**src/rtl/cic_pkg.sv**
```systemverilog
// Shared helpers for the CIC decimator: sizing, ratio clamp and
// signed saturation.
package cic_pkg;

  localparam int RATIO_W = 3;

  function automatic int clog2(input int v);
    int r;
    r = 0;
    for (int i = 0; i < 31; i++) begin
      if ((1 << i) < v) r = i + 1;
    end
    return r;
  endfunction

  function automatic logic [RATIO_W-1:0] clamp_ratio(
    input logic [RATIO_W-1:0] r,
    input int                 rmax
  );
    return (int'(r) > rmax) ? RATIO_W'(rmax) : r;
  endfunction

  function automatic logic signed [63:0] sat_s(
    input logic signed [63:0] v,
    input int                 w
  );
    logic signed [63:0] hi;
    logic signed [63:0] lo;
    hi = (64'sd1 <<< (w - 1)) - 64'sd1;
    lo = -hi - 64'sd1;
    if (v > hi) return hi;
    if (v < lo) return lo;
    return v;
  endfunction

endpackage

```
**src/rtl/cic_comb_stage.sv**
```systemverilog
// One differentiator with a single-sample delay; output is the
// difference between the present input and the held one.
module cic_comb_stage #(
  parameter int W = 20
) (
  input  logic         clk,
  input  logic         rst_n,
  input  logic         en,
  input  logic         clr,
  input  logic [W-1:0] din,
  output logic [W-1:0] dout
);
  logic [W-1:0] dly_q;
  logic [W-1:0] dly_d;

  always_comb begin
    dly_d = dly_q;
    if (clr) begin
      dly_d = '0;
    end else if (en) begin
      dly_d = din;
    end
  end

  always_ff @(posedge clk or negedge rst_n) begin
    if (!rst_n) begin
      dly_q <= '0;
    end else begin
      dly_q <= dly_d;
    end
  end

  assign dout = din - dly_q;
endmodule

```
**src/rtl/cic_decimator.sv**
```systemverilog
// CIC decimator: integrators at input rate, combs at output rate,
// gain normalised across ratios and saturated to OUT_W.
module cic_decimator
  import cic_pkg::*;
#(
  parameter int  N_STAGES   = 3,
  parameter int  R_MAX_LOG2 = 6,
  parameter int  IN_W       = 1,
  localparam int OUT_W      = IN_W + N_STAGES * R_MAX_LOG2,
  localparam int ACC_W      = OUT_W + 1
) (
  input  logic               clk,
  input  logic               rst_n,
  input  logic [IN_W-1:0]    in,
  input  logic               in_valid,
  input  logic [RATIO_W-1:0] ratio_log2,
  output logic [OUT_W-1:0]   out,
  output logic               out_valid
);
  localparam int CNT_W = (R_MAX_LOG2 > 0) ? R_MAX_LOG2 : 1;
  localparam int WU_W  = clog2(N_STAGES + 1);

  logic [RATIO_W-1:0] ratio_q, ratio_d, ratio_c;
  logic [CNT_W-1:0]   cnt_q, cnt_d, mask;
  logic [WU_W-1:0]    warm_q, warm_d;
  logic [ACC_W-1:0]   comb_in_q, comb_in_d;
  logic [OUT_W-1:0]   out_q, out_d;
  logic               tick_q, tick_d;
  logic               lat_q, lat_d;
  logic               out_valid_q, out_valid_d;

  logic [N_STAGES-1:0][ACC_W-1:0] integ_q, integ_d;
  logic [N_STAGES:0][ACC_W-1:0]   comb_c;

  logic                    chg;
  logic                    tick;
  logic                    comb_en;
  logic                    warm_done;
  logic [ACC_W-1:0]        x_ext;
  logic signed [ACC_W-1:0] norm;
  logic [OUT_W-1:0]        sat;
  int                      sh;

  if (IN_W == 1) begin : g_sd
    assign x_ext = in[0] ? ACC_W'(1) : '1;
  end else begin : g_pcm
    assign x_ext = {{(ACC_W - IN_W){in[IN_W-1]}}, in};
  end

  assign ratio_c   = clamp_ratio(ratio_log2, R_MAX_LOG2);
  assign chg       = (ratio_c != ratio_q);
  assign mask      = CNT_W'((32'd1 << ratio_q) - 32'd1);
  assign tick      = in_valid && (cnt_q == mask);
  assign comb_en   = lat_q && !chg;
  assign warm_done = (warm_q == WU_W'(N_STAGES));

  // Smaller ratios have less CIC gain; shift back up to a common scale.
  assign sh   = N_STAGES * (R_MAX_LOG2 - int'(ratio_q));
  assign norm = comb_c[N_STAGES] << sh;
  assign sat  = OUT_W'(sat_s(64'(norm), OUT_W));

  assign comb_c[0] = comb_in_q;

  for (genvar g = 0; g < N_STAGES; g++) begin : g_comb
    cic_comb_stage #(
      .W (ACC_W)
    ) u_stage (
      .clk  (clk),
      .rst_n(rst_n),
      .en   (comb_en),
      .clr  (chg),
      .din  (comb_c[g]),
      .dout (comb_c[g+1])
    );
  end

  always_comb begin
    ratio_d     = ratio_c;
    cnt_d       = cnt_q;
    integ_d     = integ_q;
    tick_d      = 1'b0;
    lat_d       = 1'b0;
    comb_in_d   = comb_in_q;
    warm_d      = warm_q;
    out_d       = out_q;
    out_valid_d = 1'b0;
    if (chg) begin
      cnt_d     = '0;
      integ_d   = '0;
      comb_in_d = '0;
      warm_d    = '0;
    end else begin
      if (in_valid) begin
        cnt_d      = tick ? '0 : cnt_q + 1'b1;
        integ_d[0] = integ_q[0] + x_ext;
        for (int i = 1; i < N_STAGES; i++) begin
          integ_d[i] = integ_q[i] + integ_q[i-1];
        end
      end
      tick_d = tick;
      lat_d  = tick_q;
      if (tick_q) begin
        comb_in_d = integ_q[N_STAGES-1];
      end
      // Values during warm-up still land on out, only the strobe is held.
      if (lat_q) begin
        out_d = sat;
        if (warm_done) begin
          out_valid_d = 1'b1;
        end else begin
          warm_d = warm_q + 1'b1;
        end
      end
    end
  end

  always_ff @(posedge clk or negedge rst_n) begin
    if (!rst_n) begin
      ratio_q     <= RATIO_W'(R_MAX_LOG2);
      cnt_q       <= '0;
      integ_q     <= '0;
      tick_q      <= 1'b0;
      lat_q       <= 1'b0;
      comb_in_q   <= '0;
      warm_q      <= '0;
      out_q       <= '0;
      out_valid_q <= 1'b0;
    end else begin
      ratio_q     <= ratio_d;
      cnt_q       <= cnt_d;
      integ_q     <= integ_d;
      tick_q      <= tick_d;
      lat_q       <= lat_d;
      comb_in_q   <= comb_in_d;
      warm_q      <= warm_d;
      out_q       <= out_d;
      out_valid_q <= out_valid_d;
    end
  end

  assign out       = out_q;
  assign out_valid = out_valid_q;
endmodule

```
**config.mk**
```make
export PLATFORM = sky130hd
export DESIGN_NAME = cic_decimator
export DESIGN_NICKNAME = d
export VERILOG_FILES = /design/src/rtl/cic_pkg.sv /design/src/rtl/cic_comb_stage.sv /design/src/rtl/cic_decimator.sv
export SDC_FILE = /design/constraint.sdc
export NUM_CORES = 1
export LEC_CHECK = 0
export ABC_AREA = 1
export CAP_MARGIN = 15
export CORE_MARGIN = 10
export CORE_UTILIZATION = 45
export CTS_CLUSTER_DIAMETER = 40
export DETAILED_ROUTE_END_ITERATION = 6
export GPL_ROUTABILITY_DRIVEN = 0
export PLACE_DENSITY = 0.65
export SYNTH_ARGS = -nofsm -noshare
export SYNTH_HDL_FRONTEND = slang
export SYNTH_SLANG_ARGS = --single-unit
```
**constraint.sdc**
```tcl
create_clock -name clk -period 15.8 [get_ports clk]
set_clock_uncertainty 0.1 [all_clocks]
set_input_delay 1.58 -clock clk [delete_from_list [all_inputs] [get_ports clk]]
set_output_delay 1.58 -clock clk [all_outputs]
set_load 0.05 [all_outputs]
```
# [Word level (Yosys, flattened, before mapping)]
# Cells that the tools add are included.
[word_totals] ff_bits=173 output_inout_bits=20 input_bits=7 wordCells=74
[classes] mux=30 n_shift=2 n_bitwise=1 order_cmp=3 reduce_logical=9 multipliers=1 eq_ne=4 addsub=10
[ops] cell="20-bit two-way mux" count=9
[ops] cell="60-bit two-way mux" count=2
[ops] cell="19-bit two-way mux" count=4
[ops] cell="20-bit adder" count=3
[ops] cell="20-bit subtractor" count=3
[ops] cell="20-bit by 32-bit left shift with 20-bit output" count=1
[ops] cell="20-bit by 19-bit > comparator with 1-bit output, second input constant" count=1
[ops] cell="20-bit by 19-bit < comparator with 1-bit output, second input constant" count=1
[ops] cell="6-bit two-way mux" count=3
[ops] cell="1-bit two-way mux" count=8
[ops] cell="2-bit nonzero test" count=4
[ops] cell="3-bit by 4-bit multiplier with 7-bit output, first input constant" count=1
[ops] cell="6-bit by 1-bit adder with 6-bit output, second input constant" count=1
[ops] cell="6-bit == test" count=1
[ops] cell="2-bit two-way mux" count=3
[ops] cell="1-bit by 3-bit left shift with 6-bit output, first input constant" count=1
[ops] cell="6-bit by 1-bit subtractor with 6-bit output, second input constant" count=1
[ops] cell="2-bit AND reduction" count=2
[ops] cell="3-bit by 3-bit subtractor with 4-bit output, first input constant" count=1
[ops] cell="3-bit > comparator, second input constant" count=1
[ops] cell="3-bit two-way mux" count=1
[ops] cell="3-bit != test" count=1
[ops] cell="2-bit by 1-bit adder with 2-bit output, second input constant" count=1
[ops] cell="2-bit == test, second input constant" count=1
[ops] cell="4 further kinds" count=5

# [Depth between registers and ports, before layout]
[logic_depth] depth_word=9 ltp_mapped=44 ltp_nobuf=44

# [Hierarchy]
# Synthesis repeated with hierarchy kept, for this count alone.
[unflattened] hier_cells=2232 hier_area_um2=14973.1
[modules_own_cells] module="cic_decimator" n_inst=1 seq_area_each_um2=2830.2 cells_per_inst=1278 area_per_inst_um2=8868.5
[modules_own_cells] module="cic_comb_stage (g_comb[1].u_stage ...)" n_inst=2 seq_area_each_um2=500.5 cells_per_inst=318 area_per_inst_um2=2034.5
[modules_own_cells] module="cic_comb_stage (g_comb[0].u_stage)" n_inst=1 seq_area_each_um2=500.5 cells_per_inst=318 area_per_inst_um2=2035.7

# [Least setup slack after synthesis]
# OpenSTA, ideal clock, no wires.
[synth_timing] kind="register -> register" startpoint="register comb_in_q[0]" endpoint="register out_q[17] (netlist: out[17])" path_stages_with_launch=38 arrival_ps=4964 t_required_ps=15634 setup_ps=66 path_buffers=0 slack_ps=10671 period_less_slack_ps=5129 cell_sequence="dfrtp_1 > inv_1 > ha_1 > inv_1 > fa_1 > nand3_1 > nand2_1 > xor2_1 > inv_1 > ha_1 > a21oi_1 > o21bai_1 > a21o_1 > a21oi_1 > inv_1 > a21oi_1 > o21ai_0 > or2_2 > [... 2 more ...] > ha_1 > a21oi_1 > o21ai_0 > a21oi_1 > nand2_2 > xor2_1 > or2_1 > nand3_1 > nand2_1 > a21oi_1 > nand2_1 > nand2_1 > nand2_2 > nand2_4 > nand2_4 > nand2_4 > nand2_1 > nand2_1"
[synth_between] elab_chain_len=9 elab_cells_between_ends=12 cone_classes="add/sub (3); order compare (2); shift (1); mux (6)"
[synth_lines] item="from (decl)" line="cic_decimator.sv:26" rtl="logic [ACC_W-1:0] comb_in_q, comb_in_d;"
[synth_lines] item="from (signal assigned)" line="cic_decimator.sv:134" rtl="comb_in_q <= comb_in_d;"
[synth_lines] item="20-bit subtractor (*) (3 in a row)" line="cic_comb_stage.sv:33" rtl="assign dout = din - dly_q;"
[synth_lines] item="20-bit by 32-bit left shift with 20-bit output (*)" line="cic_decimator.sv:59" rtl="assign norm = comb_c[N_STAGES] << sh;"
[synth_lines] item="20-bit by 19-bit < comparator with 1-bit output" line="cic_pkg.sv:32" rtl="if (v < lo) return lo;"
[synth_lines] item="1-bit two-way mux (2 in a row)" line="cic_pkg.sv:32"
[synth_lines] item="19-bit two-way mux" line="cic_pkg.sv:33" rtl="return v;"
[synth_lines] item="19-bit two-way mux (*)" line="cic_pkg.sv:32"
[synth_lines] item="to (signal assigned)" line="cic_decimator.sv:136" rtl="out_q <= out_d;"
[synth_lines] item="to (decl)" line="cic_decimator.sv:27" rtl="logic [OUT_W-1:0] out_q, out_d;"
# Every way passes the cells marked *; elsewhere a longest branch is shown, timed or not. The select of a mux whose other input is x is not followed.
# A chain may end at the register's enable or synchronous reset.

# [Final worst setup path]
[layout_timing] startpoint="register comb_in_q[2]" endpoint="register out_q[5] (netlist: out[5])"
# The elaborated chain is that of the path after synthesis.

==> results.cfg <==
[cells_and_area]
final_common_cell = nand2_1
nets = 1990
final_cell_mix = 425 x nand2_1, 273 x inv_1, 171 x dfrtp_1, 145 x o21ai_0, 134 x a21oi_1
drive_gt1_share_pct = 4.99
syn2layout_area_growth_pct = 9.11
diodes = 0

[setup_path]
cp-start-kind = flip-flop
worst_setup_path_end_kind = flip-flop
rrSetupSlack_ps = 9550
slowest_stage = dfrtp_1
critPathMaxFanout = 9
r2r-end = out[5]
crit_start = comb_in_q[2]
path_delay_family = simple AND/OR/NAND/NOR gates
critPathCapture = out[5]
crit_type = flip-flop to flip-flop
cp.arrival_ps = 6480
path_buf_inv = 2
path_common_cell = nand2_1
cp.depth = 36
crit_required_ps = 16020
worstRegToRegCells = 36
cpPeakStageDelay_ps = 390
r2r-start = comb_in_q[2]

[clocking]
h-tree-depth = 4
ctsHoldBuffers = 0
cts.sinks = 173
clk_latency_ps = 450
cts_tree = built
clkTransAtPathRegs_ps = 80
cts_resized = 0
cts_setup_buffers = 0
cts_root_buf = clkbuf_16
clockBufferDepth = 2
numCtsBuffers = 17

[route]
drt_iter0_markers = 632
drc = 0
drt_pre_antenna_iters = 5
wire_per_inst_um = 14.3
ant_nets = 0
via_per_inst = 5.32
vias = 12002
wirelength_um = 32200

[timing]
maxSlewHeadroom_pct = 26.2
rsz0062_at_grt = no
worstMarginPinSlew_ps = 1100
hold_viol_final = 0
period_minus_slack_ps = 6250
min_period_over_period_pct = 39.6
finalHoldWorstSlack_ps = 384
tns_ps = 0
timing.fmax_ghz = 0.160
maxSlewViolCount = 0
setup_viol = 0

[pwr]
total_leakage_power_uw = 0.00748
p_per_area_mw_per_mm2 = 71.6
ir_drop_uv = 69.5

[synthesis]
syn_nets = 1987
syn_area_per_cell_um2 = 7.26
syn_area_mm2 = 0.0134
async_reset_ff_share_pct = 100
synthFlopType = dfrtp_1
yosysWarnings = 0
ys_types = 58
seq_area_frac_synth_pct = 32.3
syn_inst = 1848
ys_ff_latch = 173
synth_edf_count = 0

[job]
drv_cap = 0

[global_route]
grt_max_degree = 100
grt_pass1_wl_um = 55700
grt_overflow = 0
grt_util_all_layers_pct = 17.9
grt_pass1_vias = 12004
antenna_found_initial = 0

[placed_design]
hpwl_um = 24000
io_buffers = 26

[die]
core_mm2 = 0.0296
die_h_um = 193
initial_utilization_pct = 45.4
io-pin-count = 27
row_count = 63
die_w_um = 193
dieArea_mm2 = 0.0371

[outcome]
status = finished clean

[worst_hold_path]
hp-class = flip-flop to flip-flop
[metal layers]
metal / routed length, µm / global-route usage [%]
met5: 0 / 0
met4: 425 / 4.32
met3: 859 / 2.46
met2: 16000 / 31.7
met1: 15000 / 22.5
[state kept, by name, summed over array words and instances, names as in the netlist, 2 cells and up]
signal / cells
integ_q: 60
comb_in_q: 20
g_comb.u_stage.dly_q: 60
warm_q: 2
cnt_q: 6
ratio_q: 3
out: 19
[area by class of cell]
class | instances | area, µm²
clock inverters | 15 | 188
well taps | 390 | 488
multi-input cells | 1347 | 7840
inverters | 281 | 1060
repair buffers | 31 | 299
flip-flops and latches | 173 | 4330
fillers | 2955 | 14900
clock buffers | 17 | 425
[worst min path at each step]
| stage | from | end | slack (ps) | cells past startpoint |
|---|---|---|---|---|
| 2_1_floorplan | integ_q[57] | integ_q[57] | 370 | 2 |
| 3_3_place_gp | out[13] | out[13] | 370 | 2 |
| 3_5_place_dp | out[14] | out[14] | 370 | 2 |
| 4_1_cts | out[16] | out[16] | 390 | 2 |
| 5_1_grt | out[13] | out[13] | 410 | 2 |
| 6_report | out[16] | out[16] | 380 | 2 |
[worst reg2reg max path: cells and delay by family, from the launching register on]
kind | cells | cell delay, ps
fa+ha+maj | 3 | 1050
compound gates | 10 | 1730
buf+inv | 2 | 200
flops | 1 | 390
xor+xnor | 2 | 460
simple gates | 19 | 2220
[through the flow]
step	worst slack, ps	utilization (%)	std cells	power (µW)	area, µm²
2_1_floorplan	10670	-	1848	578	13400
3_3_place_gp	9650	47.4	2222	620	14000
3_5_place_dp	9610	47.4	2222	621	14000
4_1_cts	9550	49.5	2254	1050	14600
5_1_grt	8960	49.5	2254	1100	14600
6_report	9550	49.5	2254	1050	14600
[kinds of logic after synthesis]
logic type	after synthesis	share of synthesized area (%)
and+or+nand+nor	723	23.3
AOI/OAI and AO/OA	431	18.4
buffers and inverters	328	9.27
DFF	173	32.3
adders and majority gates	132	12.8
xor gates and xnor gates	61	3.98
[power breakdown]
part	internal, µW	leakage [µW]	switching (µW)
clock network	216	0.000296	218
logic	46.0	0.00478	114
registers	447	0.00240	6.43
[Yosys cell counts, types with 5 or more instances]
library cell  instances  area share, %
o21ai_1               5           0.19
xnor2_1              10           0.65
o21bai_1             13           0.73
nand3_2               7           0.52
xor2_1               51            3.3
o21ai_0             145            5.4
ha_1                124             12
nand3_1             110            4.1
or2_2                 9           0.42
a21oi_1             134            5.0
nand2_4               6           0.50
a31oi_1              13           0.61
o31ai_1              13           0.73
nor2_1              105            2.9
buf_2                 5           0.19
clkbuf_1             37            1.0
nand2_2               9           0.42
o22ai_1              66            3.1
inv_1               274            7.7
dfrtp_1             171             32
inv_2                 5           0.14
nand4_1              14           0.65
nor3_1               19           0.71
fa_1                  8            1.2
nand2_1             425             12
a21o_1                9           0.50
Note: power is estimated with default switching activity, not from simulation.
